**src/rtl/ascii_pos_pkg.sv**
```systemverilog
// Shared constants and types for the streaming ASCII-to-alphabet-position encoder.
package ascii_pos_pkg;

    localparam logic [6:0] ASCII_UA = 7'h41;
    localparam logic [6:0] ASCII_UZ = 7'h5A;
    localparam logic [6:0] ASCII_LA = 7'h61;
    localparam logic [6:0] ASCII_LZ = 7'h7A;
    localparam int         POS_W    = 5;

    typedef enum logic {
        GAP     = 1'b0,
        IN_WORD = 1'b1
    } word_state_t;

    typedef struct packed {
        logic             upper;
        logic [POS_W-1:0] pos;
    } fifo_entry_t;

endpackage

```
**src/rtl/ascii_pos_stream_if.sv**
```systemverilog
// Character-in / position-out handshake bundle; master is the source+sink, slave is the encoder.
interface ascii_pos_stream_if;
    import ascii_pos_pkg::*;

    logic             in_valid;
    logic             in_ready;
    logic [6:0]       in_ascii;
    logic             fold;
    logic             out_valid;
    logic             out_ready;
    logic [POS_W-1:0] out_pos;
    logic             out_upper;

    modport master (
        output in_valid, in_ascii, fold, out_ready,
        input  in_ready, out_valid, out_pos, out_upper
    );

    modport slave (
        input  in_valid, in_ascii, fold, out_ready,
        output in_ready, out_valid, out_pos, out_upper
    );

endinterface

```
**src/rtl/ascii_pos_enc.sv**
```systemverilog
// Combinational ASCII -> alphabet position encoder (1..26, 0 for anything that is not a letter).
module ascii_pos_enc
    import ascii_pos_pkg::*;
(
    input  logic [6:0]       ascii,
    input  logic             fold,
    output logic [POS_W-1:0] pos,
    output logic             upper,
    output logic             is_letter
);

    always_comb begin
        pos   = '0;
        upper = 1'b0;
        // Inside either letter range the low five code bits already equal the position.
        if (ascii >= ASCII_UA && ascii <= ASCII_UZ) begin
            pos   = ascii[POS_W-1:0];
            upper = 1'b1;
        end else if (fold && ascii >= ASCII_LA && ascii <= ASCII_LZ) begin
            pos   = ascii[POS_W-1:0];
        end
    end

    assign is_letter = (pos != '0);

endmodule

```
**src/rtl/ascii_pos_stream.sv**
```systemverilog
// Streaming encoder: handshake in, FIFO-buffered positions out, saturating letter/other/word counters.
module ascii_pos_stream
    import ascii_pos_pkg::*;
#(
    parameter int DEPTH = 4,
    parameter int CNT_W = 16
) (
    input  logic               clk,
    input  logic               rst,
    ascii_pos_stream_if.slave  bus,
    input  logic               clr_cnt,
    output logic [CNT_W-1:0]   letter_cnt,
    output logic [CNT_W-1:0]   other_cnt,
    output logic [CNT_W-1:0]   word_cnt
);

    localparam int AW = $clog2(DEPTH);

    logic [AW:0]      wr_ptr_reg, rd_ptr_reg;
    fifo_entry_t      mem [DEPTH];
    fifo_entry_t      enc_entry, head;
    logic             enc_letter;
    logic             full, empty, push, pop;
    word_state_t      state_reg, state_next;
    logic             word_inc;
    logic [CNT_W-1:0] letter_cnt_reg, other_cnt_reg, word_cnt_reg;

    ascii_pos_enc u_enc (
        .ascii     (bus.in_ascii),
        .fold      (bus.fold),
        .pos       (enc_entry.pos),
        .upper     (enc_entry.upper),
        .is_letter (enc_letter)
    );

    // Extra wrap bit distinguishes full from empty when the index bits match.
    assign empty = (wr_ptr_reg == rd_ptr_reg);
    assign full  = (wr_ptr_reg[AW] != rd_ptr_reg[AW]) &&
                   (wr_ptr_reg[AW-1:0] == rd_ptr_reg[AW-1:0]);

    assign bus.in_ready  = !full && !rst;
    assign bus.out_valid = !empty;
    assign push          = bus.in_valid && bus.in_ready;
    assign pop           = bus.out_valid && bus.out_ready;

    assign head          = mem[rd_ptr_reg[AW-1:0]];
    assign bus.out_pos   = empty ? '0 : head.pos;
    assign bus.out_upper = !empty && head.upper;

    always_ff @(posedge clk or posedge rst) begin
        if (rst) begin
            wr_ptr_reg <= '0;
            rd_ptr_reg <= '0;
        end else begin
            if (push) wr_ptr_reg <= wr_ptr_reg + 1'b1;
            if (pop)  rd_ptr_reg <= rd_ptr_reg + 1'b1;
        end
    end

    always_ff @(posedge clk) begin
        if (push) mem[wr_ptr_reg[AW-1:0]] <= enc_entry;
    end

    always_ff @(posedge clk or posedge rst) begin
        if (rst) state_reg <= GAP;
        else     state_reg <= state_next;
    end

    always_comb begin
        state_next = state_reg;
        word_inc   = 1'b0;
        if (clr_cnt) begin
            state_next = GAP;
        end else if (push) begin
            case (state_reg)
                GAP: if (enc_letter) begin
                    state_next = IN_WORD;
                    word_inc   = 1'b1;
                end
                IN_WORD: if (!enc_letter) state_next = GAP;
                default: state_next = GAP;
            endcase
        end
    end

    function automatic logic [CNT_W-1:0] sat_inc(input logic [CNT_W-1:0] v);
        return (&v) ? v : v + 1'b1;
    endfunction

    // Clear has priority, so a character accepted in the clearing cycle is never counted.
    always_ff @(posedge clk or posedge rst) begin
        if (rst) begin
            letter_cnt_reg <= '0;
            other_cnt_reg  <= '0;
            word_cnt_reg   <= '0;
        end else if (clr_cnt) begin
            letter_cnt_reg <= '0;
            other_cnt_reg  <= '0;
            word_cnt_reg   <= '0;
        end else if (push) begin
            if (enc_letter) letter_cnt_reg <= sat_inc(letter_cnt_reg);
            else            other_cnt_reg  <= sat_inc(other_cnt_reg);
            if (word_inc)   word_cnt_reg   <= sat_inc(word_cnt_reg);
        end
    end

    assign letter_cnt = letter_cnt_reg;
    assign other_cnt  = other_cnt_reg;
    assign word_cnt   = word_cnt_reg;

endmodule

```
**src/flat_wrapper.sv**
```systemverilog
// flat-port wrapper written by rule: the top's interface ports become plain ports
module ascii_pos_stream_flat import ascii_pos_pkg::*;
#(
    parameter int DEPTH = 4,
    parameter int CNT_W = 16
)
  (clk, rst, clr_cnt, letter_cnt, other_cnt, word_cnt, bus_in_valid, bus_in_ascii, bus_fold, bus_out_ready, bus_in_ready, bus_out_valid, bus_out_pos, bus_out_upper);
  ascii_pos_stream_if bus_i ();
  input  logic clk;
  input  logic rst;
  input  logic clr_cnt;
  output logic [CNT_W-1:0] letter_cnt;
  output logic [CNT_W-1:0] other_cnt;
  output logic [CNT_W-1:0] word_cnt;
  input wire logic [$bits(bus_i.in_valid)-1:0] bus_in_valid;
  input wire logic [$bits(bus_i.in_ascii)-1:0] bus_in_ascii;
  input wire logic [$bits(bus_i.fold)-1:0] bus_fold;
  input wire logic [$bits(bus_i.out_ready)-1:0] bus_out_ready;
  output wire logic [$bits(bus_i.in_ready)-1:0] bus_in_ready;
  output wire logic [$bits(bus_i.out_valid)-1:0] bus_out_valid;
  output wire logic [$bits(bus_i.out_pos)-1:0] bus_out_pos;
  output wire logic [$bits(bus_i.out_upper)-1:0] bus_out_upper;
  assign bus_i.in_valid = bus_in_valid;
  assign bus_i.in_ascii = bus_in_ascii;
  assign bus_i.fold = bus_fold;
  assign bus_i.out_ready = bus_out_ready;
  assign bus_in_ready = bus_i.in_ready;
  assign bus_out_valid = bus_i.out_valid;
  assign bus_out_pos = bus_i.out_pos;
  assign bus_out_upper = bus_i.out_upper;
  ascii_pos_stream #(.DEPTH(DEPTH), .CNT_W(CNT_W)) u_core (.clk(clk), .rst(rst), .bus(bus_i), .clr_cnt(clr_cnt), .letter_cnt(letter_cnt), .other_cnt(other_cnt), .word_cnt(word_cnt));
endmodule
```
**config.mk**
```make
export PLATFORM = sky130hd
export DESIGN_NAME = ascii_pos_stream_flat
export DESIGN_NICKNAME = d
export VERILOG_FILES = /design/src/rtl/ascii_pos_pkg.sv /design/src/rtl/ascii_pos_stream_if.sv /design/src/rtl/ascii_pos_enc.sv /design/src/rtl/ascii_pos_stream.sv /design/src/flat_wrapper.sv
export SDC_FILE = /design/constraint.sdc
export NUM_CORES = 1
export LEC_CHECK = 0
export ABC_AREA = 1
export CAP_MARGIN = 20
export CORE_MARGIN = 2
export CORE_UTILIZATION = 41
export DETAILED_ROUTE_END_ITERATION = 8
export SLEW_MARGIN = 5
export SYNTH_ARGS = -nofsm -noshare
export SYNTH_HDL_FRONTEND = slang
export SYNTH_HIERARCHICAL = 1
export SYNTH_SLANG_ARGS = --single-unit
```
**constraint.sdc**
```tcl
create_clock -name clk -period 3.7 [get_ports clk]
set_input_delay 0.74 -clock clk [delete_from_list [all_inputs] [get_ports clk]]
set_output_delay 0.74 -clock clk [all_outputs]
set_load 0.02 [all_outputs]
```
==> results by group, run 1 <==
Run status
  – Status: finished clean

Finish
  – Final instance count without filler cells: 827
  – Layout cells sized above 1: 6.99%
  – # fillers: 1080
  – Register Area: 0.00210 mm^2
  – Number of flip-flops under the largest register name: 24
  – Ant diodes: 0
  – Nets: 703
  – Area occupied by multi-input gates: 0.00229 mm^2
  – Area Overhead vs Synth: 23.9%

Floorplanning
  – Core Rows: 38
  – Core region area: 0.0110 mm^2
  – Die Wd: 111 um
  – Starting density of the core: 42.5%
  – Ports: 69
  – Die H: 111 um
  – Total Die Area: 0.0123 mm^2

Pwr
  – Lkg Pwr: 2.52 nW
  – Total design power: 2.71 mW
  – Pwr dens: 468 mW/mm^2
  – Peak supply drop: 0.000259 V

Clocking
  – Worst-Skew Late Latency: 0.34 ns
  – CTS buffer count: 9
  – TritonCTS clock tree: built
  – Hold buffers post-CTS: 0
  – Post-CTS sizing: 0
  – Worst-path clk slew: 0.07 ns
  – CTS Buffer Depth: 2
  – CTS root buf: clkbuf_16
  – Post-CTS Setup Bufs: 0
  – CTS sink count: 79
  – Deepest level of the CTS H-tree: 3

Logic synthesis
  – Syn_area_per_cell: 7.63 um^2
  – Synthesized flop and latch total: 79
  – Share of flip-flops with an asynchronous set or reset: 69.6%
  – Largest area contributor in the synthesized netlist: dfrtp_1
  – Commonest cells in the netlist: nand2_1 (197), nor2_1 (95), dfrtp_1 (55)
  – Library cells used by synthesis: 31
  – Number of synthesized flops with an enable pin: 24
  – Synth top area share: 29.5%
  – Syn Inst Count: 612
  – Sequential area share after synthesis: 44.9%
  – Syn. warnings: 6
  – Synth Flop Type: dfrtp_1
  – Syn Std Cell Area: 0.00467 mm^2
  – Count leader, synth: nand2_1
  – Post-Syn Nets: 633
  – Top cells by area, synth: dfrtp_1 (29%), nand2_1 (16%), edfxtp_1 (15%)

Route
  – DR DRC count: 0
  – Vias/cell: 5.00
  – Routed wire per std cell: 13.7 um
  – Final ANT Viol Nets: 0
  – Drt pass-1 iters: 5
  – WL final: 11300 um
  – Iter 0 DRT Violations: 195
  – Via count: 4135

STA
  – Clock Skews: 0.00451 ns
  – Final setup fails: 0
  – Endpoints failing hold: 0
  – RSZ-0062 raised after global routing: no
  – FMAX: 0.311 GHz
  – Setup TNS: 0 ns
  – Slew headroom: 55.2%
  – Worst-Margin Slew: 0.670 ns
  – Fin crit period: 3.21 ns
  – WHS: 0.500 ns
  – PnR worst setup slack: 0.487 ns
  – Max Slew Vio Count: 0
  – Period utilisation layout: 86.8%

Worst hold path
  – Hold Path Stages: 1
  – Hold WC Path Type: reg2reg

Worst setup path
  – Slowest CP cell: dfrtp_1
  – Startpoint types: flip-flop
  – Crit path capture type: output pin
  – Path depth of the worst reg2reg path: 10
  – Data required time at the worst endpoint: 2.96 ns
  – CP bufs+invs: 3
  – Max stage delay on crit path: 0.54 ns
  – Critical path cell sequence: inv_2, nand2_1, nand2_1, nand4_1, nand2_1, inv_1, clkdlybuf4s50_1
  – Max FO, Critical Path: 15
  – CP Class: reg2out
  – CP most frequent cell: nand2_1
  – CP delay by family, top: buffers and inverters
  – Arr. time, crit path: 2.47 ns
  – Total stage count of the critical path: 7

Global route
  – Largest net degree at the start of global routing: 41
  – Initial antenna violation count: 0
  – Total congestion overflow: 0
  – GRT Overall Usage: 18.8%
  – Global-route wire length before repair: 19100 um
  – Vias in the first global route: 3891

Placed design
  – Final HPWL from detailed placement: 7840 um
  – Placed cells: 811
  – RD Place Congestion: 0.799
  – PortBufs: 68
  – Pre-CTS setup slack: 0.807 ns

Job
  – Max_cap viols: 0
==> power by group <==
part / internal, mW / total [mW] / switching, mW
clock network: 0.512 / 0.910 / 0.398
logic: 0.288 / 0.738 / 0.449
registers: 0.976 / 1.06 / 0.0812
total: 1.78 / 2.71 / 0.928
==> final timing paths <==
kind | end | from | slack, ns
max | bus_out_pos[1] | u_core/rd_ptr_reg[0] | 0.49
min | u_core/wr_ptr_reg[2] | u_core/wr_ptr_reg[2] | 0.50
max reg2reg | u_core/other_cnt[12] | u_core/rd_ptr_reg[0] | 1.32
min reg2reg | u_core/wr_ptr_reg[2] | u_core/wr_ptr_reg[2] | 0.50
max in group asynchronous | u_core/word_cnt[8] | rst | 2.39
min in group asynchronous | u_core/letter_cnt[0] | rst | 0.83
==> logic make-up (layout without fill, tap and decap cells) <==
logic type / after synthesis / in the layout / share of synthesized area (%)
flops: 79 / 79 / 44.9
compound gates: 35 / 35 / 3.97
simple gates: 392 / 392 / 36.9
fa+ha+maj: 8 / 8 / 2.14
buf+inv: 66 / 141 / 6.06
xor+xnor: 32 / 32 / 6.00
==> routing by layer <==
| layer | track usage [%] | wire, um |
|---|---|---|
| met5 | 0 | 0 |
| met4 | 5.08 | 107 |
| met3 | 3.66 | 413 |
| met2 | 30.1 | 5380 |
| met1 | 26.2 | 5380 |
==> final cells by class <==
| type | count | area share [%] |
|---|---|---|
| timing repair buffer | 74 | 12.5 |
| clock buffer | 10 | 4.33 |
| sequential | 79 | 36.3 |
| inverter | 51 | 3.31 |
| tap | 140 | 3.03 |
| clock inverter | 6 | 0.973 |
| multi-input combinational | 467 | 39.6 |
==> cell usage in the layout, fill, tap and decap left out <==
master | Yosys | final
a21oi_1 | 2 | 2
buf_4 | 1 | 6
clkbuf_16 | 0 | 10
clkdlybuf4s50_1 | 0 | 68
clkinvlp_4 | 0 | 1
dfrtp_1 | 55 | 55
edfxtp_1 | 24 | 24
ha_1 | 8 | 8
inv_1 | 48 | 47
inv_2 | 3 | 4
inv_6 | 0 | 3
inv_8 | 0 | 2
nand2_1 | 197 | 197
nand2_2 | 6 | 6
nand2_4 | 3 | 3
nand3_1 | 50 | 50
nand3_2 | 3 | 3
nand3b_1 | 11 | 11
nand4_1 | 14 | 14
nor2_1 | 95 | 95
nor2_2 | 2 | 2
nor2_4 | 1 | 1
nor3_1 | 1 | 1
nor3_2 | 5 | 5
nor3b_1 | 1 | 1
o21ai_0 | 22 | 22
o21ai_1 | 4 | 4
o22ai_1 | 6 | 6
o31ai_1 | 1 | 1
or2_1 | 1 | 1
or2_2 | 2 | 2
xnor2_1 | 2 | 2
xor2_1 | 30 | 30
==> stage by stage <==
| stage | utilization (%) | instance area [um^2] |
|---|---|---|
| floorplan | - | 4670 |
| global route | 52.7 | 5780 |
| CTS | 52.7 | 5780 |
| detailed placement | 49.9 | 5480 |
| finish | 52.7 | 5780 |
| global placement | 49.9 | 5480 |
Power figures use the tool's default switching activity.
==> run 2: changes to the inputs <==
Settings changed: GPL_ROUTABILITY_DRIVEN from default to 0.
==> results of run 2 <==
Final layout, timing and power as in run 1 (identical DEF).
==> run 3: changes to the inputs <==
Settings changed: SYNTH_HIERARCHICAL 1 to default.
==> results by group, run 3 <==
Logic synthesis
  – Compound-gate portion of the synthesized area: 3.51% (was 3.97%)
  – Synthesized flop and latch total: 79 (unchanged)
  – Top cells by area, synth: dfrtp_1 (29%), edfxtp_1 (15%), nand2_1 (15%) (was dfrtp_1 (29%), nand2_1 (16%), edfxtp_1 (15%))
  – Syn Std Cell Area: 0.00467 mm^2 (about the same)
  – Synth Flop Type: dfrtp_1 (unchanged)
  – Library cells used by synthesis: 35 (was 31)
  – Syn. warnings: 0 (was 6)
  – Sequential area share after synthesis: 44.9% (about the same)
  – Synth top area share: 29.5% (about the same)
  – Number of synthesized flops with an enable pin: 24 (unchanged)
  – Largest area contributor in the synthesized netlist: dfrtp_1 (unchanged)
  – Post-synthesis adder-cell area fraction: 2.14% (about the same)
  – Syn Inst Count: 615 (was 612)
  – Synth Area in Simple Gates: 37.5% (was 36.9%)
  – Commonest cells in the netlist: nand2_1 (188), nor2_1 (97), nand3_1 (57) (was nand2_1 (197), nor2_1 (95), dfrtp_1 (55))
  – Combinational family with the most area after synthesis: simple AND/OR/NAND/NOR gates (unchanged)
  – Syn_area_per_cell: 7.59 um^2 (was 7.63 um^2)
  – Post-Syn Nets: 636 (was 633)
  – Count leader, synth: nand2_1 (unchanged)
  – Share of flip-flops with an asynchronous set or reset: 69.6% (unchanged)
  – Post-Synth XOR/XNOR Area: 5.81% (was 6.00%)
  – Mux cell area share after synthesis: 0% (unchanged)

Clocking
  – TritonCTS clock tree: built (unchanged)
  – Post-CTS Setup Bufs: 0 (unchanged)
  – Deepest level of the CTS H-tree: 3 (unchanged)
  – Post-CTS sizing: 0 (unchanged)
  – Hold buffers post-CTS: 0 (unchanged)
  – Worst-Skew Late Latency: 0.35 ns (was 0.34 ns)
  – CTS root buf: clkbuf_16 (unchanged)
  – CTS Buffer Depth: 2 (unchanged)
  – CTS sink count: 79 (unchanged)
  – CTS buffer count: 9 (unchanged)
  – Worst-path clk slew: 0.06 ns (was 0.07 ns)

STA
  – Fin crit period: 3.16 ns (was 3.21 ns)
  – FMAX: 0.316 GHz (was 0.311 GHz)
  – Max Slew Vio Count: 0 (unchanged)
  – RSZ-0062 raised after global routing: no (unchanged)
  – Final setup fails: 0 (unchanged)
  – Setup TNS: 0 ns (unchanged)
  – Clock Skews: 0.00419 ns (was 0.00451 ns)
  – Worst-Margin Slew: 0.746 ns (was 0.670 ns)
  – Period utilisation layout: 85.5% (was 86.8%)
  – Slew headroom: 50.3% (was 55.2%)
  – Endpoints failing hold: 0 (unchanged)

Finish
  – Area occupied by multi-input gates: 0.00229 mm^2 (about the same)
  – Nets: 702 (was 703)
  – Number of flip-flops under the largest register name: 24 (unchanged)
  – Most frequent cells in the layout: nand2_1 (188), nor2_1 (97), clkdlybuf4s50_1 (68), nand3_1 (57), dfrtp_1 (55) (was nand2_1 (197), nor2_1 (95), clkdlybuf4s50_1 (68), dfrtp_1 (55), nand3_1 (50))
  – Register Area: 0.00210 mm^2 (unchanged)
  – Ant diodes: 0 (unchanged)
  – Area Overhead vs Synth: 23.7% (was 23.9%)
  – Commonest non-fill, non-tap cell in the layout: nand2_1 (unchanged)
  – # fillers: 1080 (unchanged)
  – Layout cells sized above 1: 6.56% (was 6.99%)

Route
  – Drt pass-1 iters: 5 (unchanged)
  – WL final: 11200 um (was 11300 um)
  – Final ANT Viol Nets: 0 (unchanged)
  – Iter 0 DRT Violations: 173 (was 195)
  – Vias/cell: 4.93 (was 5.00)
  – Routed wire per std cell: 13.6 um (was 13.7 um)
  – Via count: 4072 (was 4135)
  – DR DRC count: 0 (unchanged)

Global route
  – Vias in the first global route: 3987 (was 3891)
  – GRT Overall Usage: 19.1% (was 18.8%)
  – Total congestion overflow: 0 (unchanged)
  – Largest net degree at the start of global routing: 56 (was 41)
  – Global-route wire length before repair: 19300 um (was 19100 um)
  – Initial antenna violation count: 0 (unchanged)

Floorplanning
  – Die Wd: 111 um (about the same)
  – Ports: 69 (unchanged)
  – Starting density of the core: 42.5% (about the same)
  – Total Die Area: 0.0123 mm^2 (about the same)
  – Core region area: 0.0110 mm^2 (unchanged)
  – Die H: 111 um (about the same)
  – Core Rows: 38 (unchanged)

Pwr
  – Clock share of power: 34.3% (was 33.6%)
  – Pwr dens: 476 mW/mm^2 (was 468 mW/mm^2)
  – Psw: 0.938 mW (was 0.928 mW)
  – Seq pwr share: 38.7% (was 39.1%)
  – Pint: 1.81 mW (was 1.78 mW)
  – Logic pwr share: 26.9% (was 27.3%)
  – Peak supply drop: 0.000400 V (was 0.000259 V)
  – Lkg Pwr: 2.54 nW (was 2.52 nW)
  – Total design power: 2.75 mW (was 2.71 mW)
  – Net Sw Frac: 34.1% (was 34.3%)

Worst setup path
  – Startpoint types: flip-flop (unchanged)
  – Slowest CP cell: dfrtp_1 (unchanged)
  – Arr. time, crit path: 2.42 ns (was 2.47 ns)
  – CP Class: reg2out (unchanged)
  – Crit path capture type: output pin (unchanged)
  – Critical path cell sequence: inv_2, nand2_1, nand2_1, nand4_1, nand2_1, inv_1, clkdlybuf4s50_1 (unchanged)
  – Max stage delay on crit path: 0.53 ns (was 0.54 ns)
  – CP most frequent cell: nand2_1 (unchanged)
  – Data required time at the worst endpoint: 2.96 ns (about the same)
  – Max FO, Critical Path: 15 (unchanged)

Run status
  – Status: finished clean (unchanged)

Placed design
  – PortBufs: 68 (unchanged)
  – Final HPWL from detailed placement: 7860 um (was 7840 um)

Worst hold path
  – Hold WC Path Type: reg2reg (unchanged)

Job
  – Max_cap viols: 0 (unchanged)
## run 3: cell types whose count changed after synthesis, moves of 3 or more
cell and change:
nand2_1 -9, clkbuf_1 +4, o21ai_0 -8, o21ai_1 +3
xor2_1 -3, nand2_2 -3, nor3_2 -5, nand3_1 +7
nor3_1 +9
## run 3: final timing paths
| check | startpoint | depth (start not counted) | endpoint | slack [ns] |
|---|---|---|---|---|
| setup reg to reg | u_core.rd_ptr_reg[0] | 6 | u_core.mem[3][3] | 1.51 |
| hold / removal | u_core.wr_ptr_reg[2] | 1 | u_core.wr_ptr_reg[2] | 0.49 |
| setup / recovery | u_core.rd_ptr_reg[0] | 7 | bus_out_pos[0] | 0.54 |
| min in group asynchronous | rst | 3 | u_core.rd_ptr_reg[1] | 1.03 |
| max in group asynchronous | rst | 3 | u_core.other_cnt[14] | 2.16 |
| hold reg to reg | u_core.wr_ptr_reg[2] | 1 | u_core.wr_ptr_reg[2] | 0.49 |
## run 3: final cells by class
class,count,share of cell area [%]
Multi-Input combinational cell,466,39.6
Sequential cell,79,36.3
Timing Repair Buffer,71,12.2
Clock buffer,9,3.90
Inverter,54,3.51
Tap cell,140,3.03
Clock inverter,7,1.49
## run 3: power groups by stage
stage / Combinational [mW] / Sequential (mW) / Clock, mW
detailed placement: 0.746 / 1.08 / 0
CTS: 0.750 / 1.06 / 0.976
global placement: 0.736 / 1.08 / 0
global route: 0.828 / 1.08 / 1.01
finish: 0.741 / 1.07 / 0.945
floorplan: 0.489 / 1.06 / 0
## run 3: routing by layer
metal	vias to the layer above	GRT usage (%)	part of all wire (%)
li1	2104	-	-
met1	1883	25.2	47
met2	74	31.3	47
met3	11	5.03	4.1
met4	0	4.58	1.0
met5	-	0	0
## run 3: critical path: cells and delay by family, from the launching register on
kind	cells	cell delay, ns
buffers and inverters	3	0.83
DFF	1	0.53
and+or+nand+nor	4	0.70
## run 3: logic make-up after synthesis
logic type | count (synthesis)
and+or+nand+nor | 397
AOI/OAI and AO/OA | 30
adders and majority gates | 8
buffers and inverters | 70
DFF | 79
xor gates and xnor gates | 31
## run 3: metrics by stage
step | area, um^2 | std cells | hold WS [ns] | setup WS (ns) | utilization [%]
final | 5780 | 826 | 0.493 | 0.537 | 52.6
after global routing | 5780 | 826 | 0.501 | 0.338 | 52.6
after CTS | 5780 | 826 | 0.492 | 0.516 | 52.6
after detailed placement | 5460 | 810 | 0.481 | 0.890 | 49.7
after global placement | 5460 | 810 | 0.479 | 0.908 | 49.7
after floorplan | 4670 | 615 | 0.463 | 0.608 | -
